$ cat src/rtl/mul_rr_arbiter.sv
// Round-robin front end for a shared pipelined multiplier: grants one requester per
// cycle, tracks the issuing requester down a tag pipeline and returns its product.
module mul_rr_arbiter #(
  parameter int DATA_WIDTH = 8,
  parameter int NUM_REQ    = 4,
  parameter int RESULT_LAT = 3
) (
  input  logic                          clk,
  input  logic                          rst_n,
  input  logic                          en,
  input  logic [NUM_REQ-1:0]            req_valid,
  input  logic [NUM_REQ*DATA_WIDTH-1:0] req_a,
  input  logic [NUM_REQ*DATA_WIDTH-1:0] req_b,
  output logic [NUM_REQ-1:0]            req_ready,
  output logic                          mul_ea,
  output logic                          mul_eb,
  output logic [DATA_WIDTH-1:0]         mul_a,
  output logic [DATA_WIDTH-1:0]         mul_b,
  output logic                          mul_start,
  input  logic [2*DATA_WIDTH-1:0]       mul_p,
  output logic [NUM_REQ-1:0]            rsp_valid,
  output logic [2*DATA_WIDTH-1:0]       rsp_p,
  output logic [$clog2(RESULT_LAT+2)-1:0] inflight
);

  localparam int PW = $clog2(NUM_REQ);
  localparam int CW = $clog2(RESULT_LAT+2);

  logic [PW-1:0]                  ptr_q, ptr_d;
  logic                           issue;
  logic [PW-1:0]                  gnt_id;
  logic                           mul_start_q, mul_start_d;
  logic [RESULT_LAT-1:0]          vld_pipe_q, vld_pipe_d;
  logic [RESULT_LAT-1:0][PW-1:0]  id_pipe_q, id_pipe_d;
  logic [NUM_REQ-1:0]             rsp_valid_q, rsp_valid_d;
  logic [2*DATA_WIDTH-1:0]        rsp_p_q, rsp_p_d;
  logic [CW-1:0]                  inflight_q, inflight_d;

  // Grant search: walk downward so the requester closest above the pointer wins.
  // rst_n gates the grant so nothing is offered while the block is held in reset.
  always_comb begin
    int idx;
    idx       = 0;
    issue     = 1'b0;
    gnt_id    = '0;
    req_ready = '0;
    mul_a     = '0;
    mul_b     = '0;
    if (en && rst_n) begin
      for (int k = NUM_REQ-1; k >= 0; k--) begin
        idx = (int'(ptr_q) + k) % NUM_REQ;
        if (req_valid[idx]) begin
          issue  = 1'b1;
          gnt_id = idx[PW-1:0];
        end
      end
    end
    if (issue) begin
      req_ready[gnt_id] = 1'b1;
      mul_a = req_a[int'(gnt_id)*DATA_WIDTH +: DATA_WIDTH];
      mul_b = req_b[int'(gnt_id)*DATA_WIDTH +: DATA_WIDTH];
    end
  end

  always_comb begin
    ptr_d = ptr_q;
    if (issue) ptr_d = (int'(gnt_id) == NUM_REQ-1) ? '0 : gnt_id + 1'b1;
    mul_start_d = issue;

    vld_pipe_d[0] = issue;
    id_pipe_d[0]  = gnt_id;
    for (int i = 1; i < RESULT_LAT; i++) begin
      vld_pipe_d[i] = vld_pipe_q[i-1];
      id_pipe_d[i]  = id_pipe_q[i-1];
    end

    // Last tag stage lines up with the cycle mul_p carries that op's product.
    rsp_valid_d = '0;
    rsp_p_d     = rsp_p_q;
    if (vld_pipe_q[RESULT_LAT-1]) begin
      rsp_valid_d[id_pipe_q[RESULT_LAT-1]] = 1'b1;
      rsp_p_d = mul_p;
    end

    inflight_d = inflight_q;
    case ({issue, |rsp_valid_q})
      2'b10:   inflight_d = inflight_q + CW'(1);
      2'b01:   inflight_d = inflight_q - CW'(1);
      default: inflight_d = inflight_q;
    endcase
  end

  always_ff @(posedge clk or negedge rst_n) begin
    if (!rst_n) begin
      ptr_q       <= '0;
      mul_start_q <= 1'b0;
      vld_pipe_q  <= '0;
      id_pipe_q   <= '0;
      rsp_valid_q <= '0;
      rsp_p_q     <= '0;
      inflight_q  <= '0;
    end else begin
      ptr_q       <= ptr_d;
      mul_start_q <= mul_start_d;
      vld_pipe_q  <= vld_pipe_d;
      id_pipe_q   <= id_pipe_d;
      rsp_valid_q <= rsp_valid_d;
      rsp_p_q     <= rsp_p_d;
      inflight_q  <= inflight_d;
    end
  end

  assign mul_ea    = issue;
  assign mul_eb    = issue;
  assign mul_start = mul_start_q;
  assign rsp_valid = rsp_valid_q;
  assign rsp_p     = rsp_p_q;
  assign inflight  = inflight_q;

endmodule
$ cat config.mk
export PLATFORM = sky130hd
export DESIGN_NAME = mul_rr_arbiter
export DESIGN_NICKNAME = d
export VERILOG_FILES = /design/src/rtl/mul_rr_arbiter.sv
export SDC_FILE = /design/constraint.sdc
export NUM_CORES = 1
export LEC_CHECK = 0
export BUFFER_PORTS_ARGS = -buffer_cell sky130_fd_sc_hd__buf_4
export CAP_MARGIN = 25
export CORE_MARGIN = 2
export CORE_UTILIZATION = 40
export DETAILED_ROUTE_END_ITERATION = 6
export GPL_TIMING_DRIVEN = 0
export HOLD_SLACK_MARGIN = 0.12
export PLACE_DENSITY = 0.78
export SLEW_MARGIN = 20
export SYNTH_ARGS = -nofsm -noshare
export SYNTH_HDL_FRONTEND = slang
export SYNTH_SLANG_ARGS = --single-unit
$ cat constraint.sdc
create_clock -name clk -period 6.7 [get_ports clk]
set_clock_uncertainty 0.2 [all_clocks]
set_input_delay 1.005 -clock clk [delete_from_list [all_inputs] [get_ports clk]]
set_output_delay 1.005 -clock clk [all_outputs]
set_load 0.05 [all_outputs]
; ---- After elaboration in Yosys (flattened, before gate mapping)
; Index checks and enable logic that the tools add are counted.
[word_totals]
regBits = 35
[classes]
n_reduce_logical = 8
muxes = 31
shift = 2
n_addsub = 6
n_eq_ne = 3
bitwise_logic = 3
n_lt_le_gt_ge = 8
[ops]
columns = cell, n
row1 = 32-bit by 6-bit indexed part select with 8-bit output, 2
row2 = 8-bit two-way mux, 2
row3 = 1-bit two-way mux, 14
row4 = "3-bit by 4-bit < comparator with 1-bit output, second input constant", 3
row5 = 2-bit two-way mux, 6
row6 = "2-bit by 3-bit < comparator with 1-bit output, second input constant", 3
row7 = 1-bit binary-select mux with 2-bit select, 4
row8 = 4-bit two-way mux, 2
row9 = 3-bit one-hot mux with 2 select lines, 1
row10 = 2-bit OR reduction, 3
row11 = "2-bit by 1-bit adder with 2-bit output, second input constant", 2
row12 = "2-bit adder, second input constant", 2
row13 = 1-bit demux with 2-bit select, 2
row14 = "2-bit by 1-bit equality test with 1-bit output, second input constant", 2
row15 = "2-bit by 1-bit >= comparator with 1-bit output, second input constant", 2
row16 = 4-bit OR reduction, 1
row17 = "3-bit by 1-bit adder with 3-bit output, second input constant", 1
row18 = "1-bit AND, first input constant", 3
row19 = 1-bit logical AND, 3
row20 = "3-bit by 1-bit subtractor with 3-bit output, second input constant", 1
row21 = "2-bit equality test, second input constant", 1
row22 = 2-bit nonzero test, 1

; ---- Depth between registers and ports, before layout
[depth]
depth_word = 16
mapped_depth = 9

; ---- Worst setup path after synthesis
; No wires, ideal clock.
[synth_path]
kind = in2out
start = input req_valid[3]
end = output mul_b[6]
slack_ps = 2754
arrival_ps = 2741
t_required_ps = 5495
path_stages = 5
path_buffers = 1
path_cell_list = nor2_1 -> a21oi_2 -> clkbuf_1 -> o2111ai_1 -> o211ai_1
[synth_between]
word_cells_on_any_way = 23
classes_between = shift (1) / mux (22)
[synth_lines]
columns = element, line_no
row1 = from (decl), 11  ; input logic [NUM_REQ-1:0] req_valid,
row2 = 1-bit binary-select mux with 2-bit select, 52  ; if (req_valid[idx]) begin
row3 = 1-bit two-way mux (implied by the code) (2 in series), 52
row4 = 1-bit two-way mux (3 in series), 52
row5 = 1-bit two-way mux *, 52
row6 = 1-bit two-way mux *, 49  ; if (en && rst_n) begin
row7 = via mul_ea, 15  ; output logic mul_ea,
row8 = 8-bit two-way mux *, 58  ; if (issue) begin
row9 = to (decl), 18  ; output logic [DATA_WIDTH-1:0] mul_b,
; Mark *: on every way through the listed nets, which the timed path passes. The rest lies on a longest branch. The select of a mux whose other input is x is not followed.

; ---- Final worst setup path
[layout_path]
start = input rst_n
end = output mul_a[1]
[layout_between]
elab_chain_len = 4
word_cells_on_any_way = 5
classes_between = shift (1) / mux (3) / reduce/logical (1)
[layout_rtl]
columns = element, line_no
row1 = from (decl), 9  ; input logic rst_n,
row2 = 1-bit logical AND *, 49
row3 = 2-bit two-way mux, 49
row4 = 32-bit by 6-bit indexed part select with 8-bit output, 60  ; mul_a = req_a[int'(gnt_id)*DATA_WIDTH +: DATA_WIDTH];
row5 = 8-bit two-way mux *, 58
row6 = to (decl), 17  ; output logic [DATA_WIDTH-1:0] mul_a,
; Mark *: on every way between the ends. The rest lies on a longest branch, timed or not.

==> key figures <==
Status
  – Outcome: completed

Power and ir drop
  – Clock Power Share: 21.6%
  – PwrDens: 258 mW/mm^2
  – Pint: 0.490 mW
  – Pleak: 1.49 nW
  – Flop pwr share: 32.1%
  – Combinational power share: 46.3%
  – Worst IR Drop VDD: 0.139 mV
  – Sw frac: 39.9%
  – Net Sw Power: 0.325 mW

Synthesis
  – Compound-Gate Fraction of Synth Area: 18.1%
  – Largest family of logic cells by synthesized area: multiplexers
  – Synth Net Count: 268
  – #FFs+latches synth: 34
  – Synth Cell Area: 0.00198 sq mm
  – Post-synth EDFFs: 0
  – Sequential area share after synthesis: 43.0%
  – Simple-gate share of the synthesized area: 10.3%
  – Synth top cells by count: 34 x dfrtp_1, 17 x mux2_2, 17 x mux2i_1
  – Mux share of post-synthesis cell area: 18.3%
  – Yosys top cell area share: 43.0%
  – Syn. warnings: 0
  – Adder-cell area share of the yosys netlist: 4.18%
  – Async SR Flop Fraction: 100%
  – Main synth FF type: dfrtp_1
  – Netlist cell types: 34
  – Cells after synthesis: 175
  – Avg Cell Area, Syn: 11.3 sq um
  – Synth area leaders: dfrtp_1 43%, mux2_2 9.7%, mux2i_1 8.6%, o2111ai_1 7.1%, o211ai_1 6.1%
  – Synth Area in XOR/XNOR: 1.33%
  – Cell taking the most area after synthesis: dfrtp_1
  – Most frequent cell after synthesis: dfrtp_1

CTS
  – CTS tree: built
  – CTS H-tree depth: 2
  – Worst skew pair latency: 0.28 ns
  – Total CTS buffers: 5
  – # clock sinks: 34
  – Clock tree buffer depth: 2
  – Root Driver: clkbuf_8
  – Post-CTS setup buffer count: 0
  – # resized after CTS: 0
  – Reg clk slew, reported paths: 0.06 ns
  – Hold_buf cts: 0

Die
  – Initial core utilization: 41.6%
  – Die area: 0.00552 sq mm
  – Die Height: 74.3 microns
  – CORE AREA: 0.00475 sq mm
  – # IOs: 133
  – Die Width: 74.3 microns
  – # rows: 25

Detailed routing
  – Vias per cell: 5.09
  – Final antenna-violating net count: 0
  – Routed wire length: 5.57 mm
  – DRT Pass-1 Iters: 4
  – Vias: 1944
  – Remaining DRCs: 0
  – Initial drt markers: 43
  – Wire per inst: 14.6 microns

GRT
  – GR Util All Layers: 19.7%
  – Global route overflow: 0
  – Vias in the first global route: 1927
  – First-pass GRT wire length: 8.47 mm
  – Initial antenna violation count: 0
  – Largest net degree at the start of global routing: 36

Cells and area
  – Antenna cells: 0
  – Final #Nets: 407
  – Final Util: 66.4%
  – Share of layout cells above drive strength 1: 54.3%
  – Area delta synth->final: 59.7%

Setup path
  – R2r startpoint: rsp_valid[1]
  – Maximum single-stage delay on the critical path: 0.44 ns
  – Crit-path cells: buf_4, nand2_1, a21oi_2, clkbuf_1, o2111ai_1, o211ai_1, buf_4
  – Setup CP Type: in2out
  – Crit. Startpoint: rst_n
  – Crit path DAT: 2.96 ns
  – Nature of the critical path startpoint: input port
  – Crit-path max FO: 35
  – Data required, critical path: 5.49 ns
  – Crit end category: primary output
  – Worst path slowest cell: clkbuf_1
  – Reg2Reg Depth: 6
  – R2R Setup Slk: 4.48 ns
  – Critical Path Most Common Cell: buf_4
  – Worst R2R End: inflight[2]

Worst hold path
  – Hold Crit Class: reg2reg
  – Hold Path Stages: 0
  – Hold worst-path end: id_pipe_d[5]
  – Min-delay src: id_pipe_d[3]

STA
  – Period utilization: 62.1%
  – Final Setup Violations: 0
  – Rel. slew slack: 65.6%
  – Setup tns final: 0 ns
  – Min cycle time layout: 4.16 ns
  – Peak Freq: 0.240 GHz
  – Final hold violation count: 0
  – RSZ-0062 raised after global routing: false
  – Worst Tran Pin Value: 0.517 ns
  – Slew Limit Fails: 0

Placement
  – Port Buffer Count: 132
  – Hpwl dp: 4.45 mm
  – Gpl congestion: 0.744

Job
  – Max Cap Viol: 0
## flip-flops by register name, indices dropped and copies added (netlist names)
name and count:
id_pipe_d 4, id_pipe_q 2, inflight 3, ptr_q 2, rsp_p 16, rsp_valid 4
vld_pipe_q 3
## through the flow
stage	power [mW]	instance area, sq um	instances	setup slack (ns)	hold WS [ns]
finish	0.816	3160	382	2.54	0.148
floorplan	0.509	1980	175	2.75	0.131
CTS	0.826	3160	382	2.51	0.151
global route	0.857	3160	382	2.29	0.155
global placement	0.640	3050	374	2.53	0.134
detailed placement	0.645	3050	374	2.52	0.137
## placed cells by master, fill, tap and decap left out, types with 3 or more instances in the layout
| master | instances |
|---|---|
| o2111ai_1 | 16 |
| buf_4 | 134 |
| clkbuf_1 | 6 |
| mux2i_1 | 17 |
| and2_1 | 5 |
| mux2_2 | 17 |
| o211ai_1 | 16 |
| nand2_1 | 3 |
| inv_1 | 3 |
| buf_2 | 5 |
| a21oi_2 | 3 |
| nor2_1 | 7 |
| dfrtp_1 | 34 |
| clkbuf_8 | 5 |
| nand3_1 | 16 |
| ha_1 | 5 |
## power groups by stage
stage / logic, mW / clock network (mW) / registers, mW
6_report: 0.377 / 0.176 / 0.262
5_1_grt: 0.400 / 0.190 / 0.267
4_1_cts: 0.380 / 0.184 / 0.263
3_5_place_dp: 0.379 / 0 / 0.266
3_3_place_gp: 0.376 / 0 / 0.264
2_1_floorplan: 0.155 / 0 / 0.354
## final cells by class
cell class / instances / area (sq um)
Tap cell: 67 / 83.8
Clock inverter: 1 / 30.0
Buffer: 13 / 77.6
Fill cell: 405 / 1600
Timing Repair Buffer: 132 / 991
Inverter: 4 / 17.5
Clock buffer: 7 / 76.3
Sequential cell: 34 / 851
Multi-Input combinational cell: 124 / 1030
## worst max path at each step
stage	end	slack [ns]	cells after the start
floorplan	mul_b[6]	2.75	5
global placement	mul_b[6]	2.53	7
detailed placement	mul_b[6]	2.52	7
CTS	mul_b[6]	2.51	7
global route	mul_b[4]	2.29	7
finish	mul_a[1]	2.54	7
## routing by layer
layer | wire (microns) | global-route usage [%]
met5 | 0 | 0
met4 | 27 | 3.97
met3 | 468 | 4.88
met2 | 2860 | 36.0
met1 | 2210 | 23.5
## worst max-delay path, delay by kind of cell
family,cells,cell delay [ns]
AO/OA/AOI/OAI,3,0.74
buffers and inverters,3,1.03
AND/OR/NAND/NOR,1,0.17
## logic make-up after synthesis
kind of cell / count (synthesis)
AO/OA/AOI/OAI: 43
AND/OR/NAND/NOR: 38
multiplexers: 34
flip-flops: 34
buffers and inverters: 17
adder cells (fa/ha/maj): 6
XOR/XNOR: 3
Power figures use the tool's default switching activity.
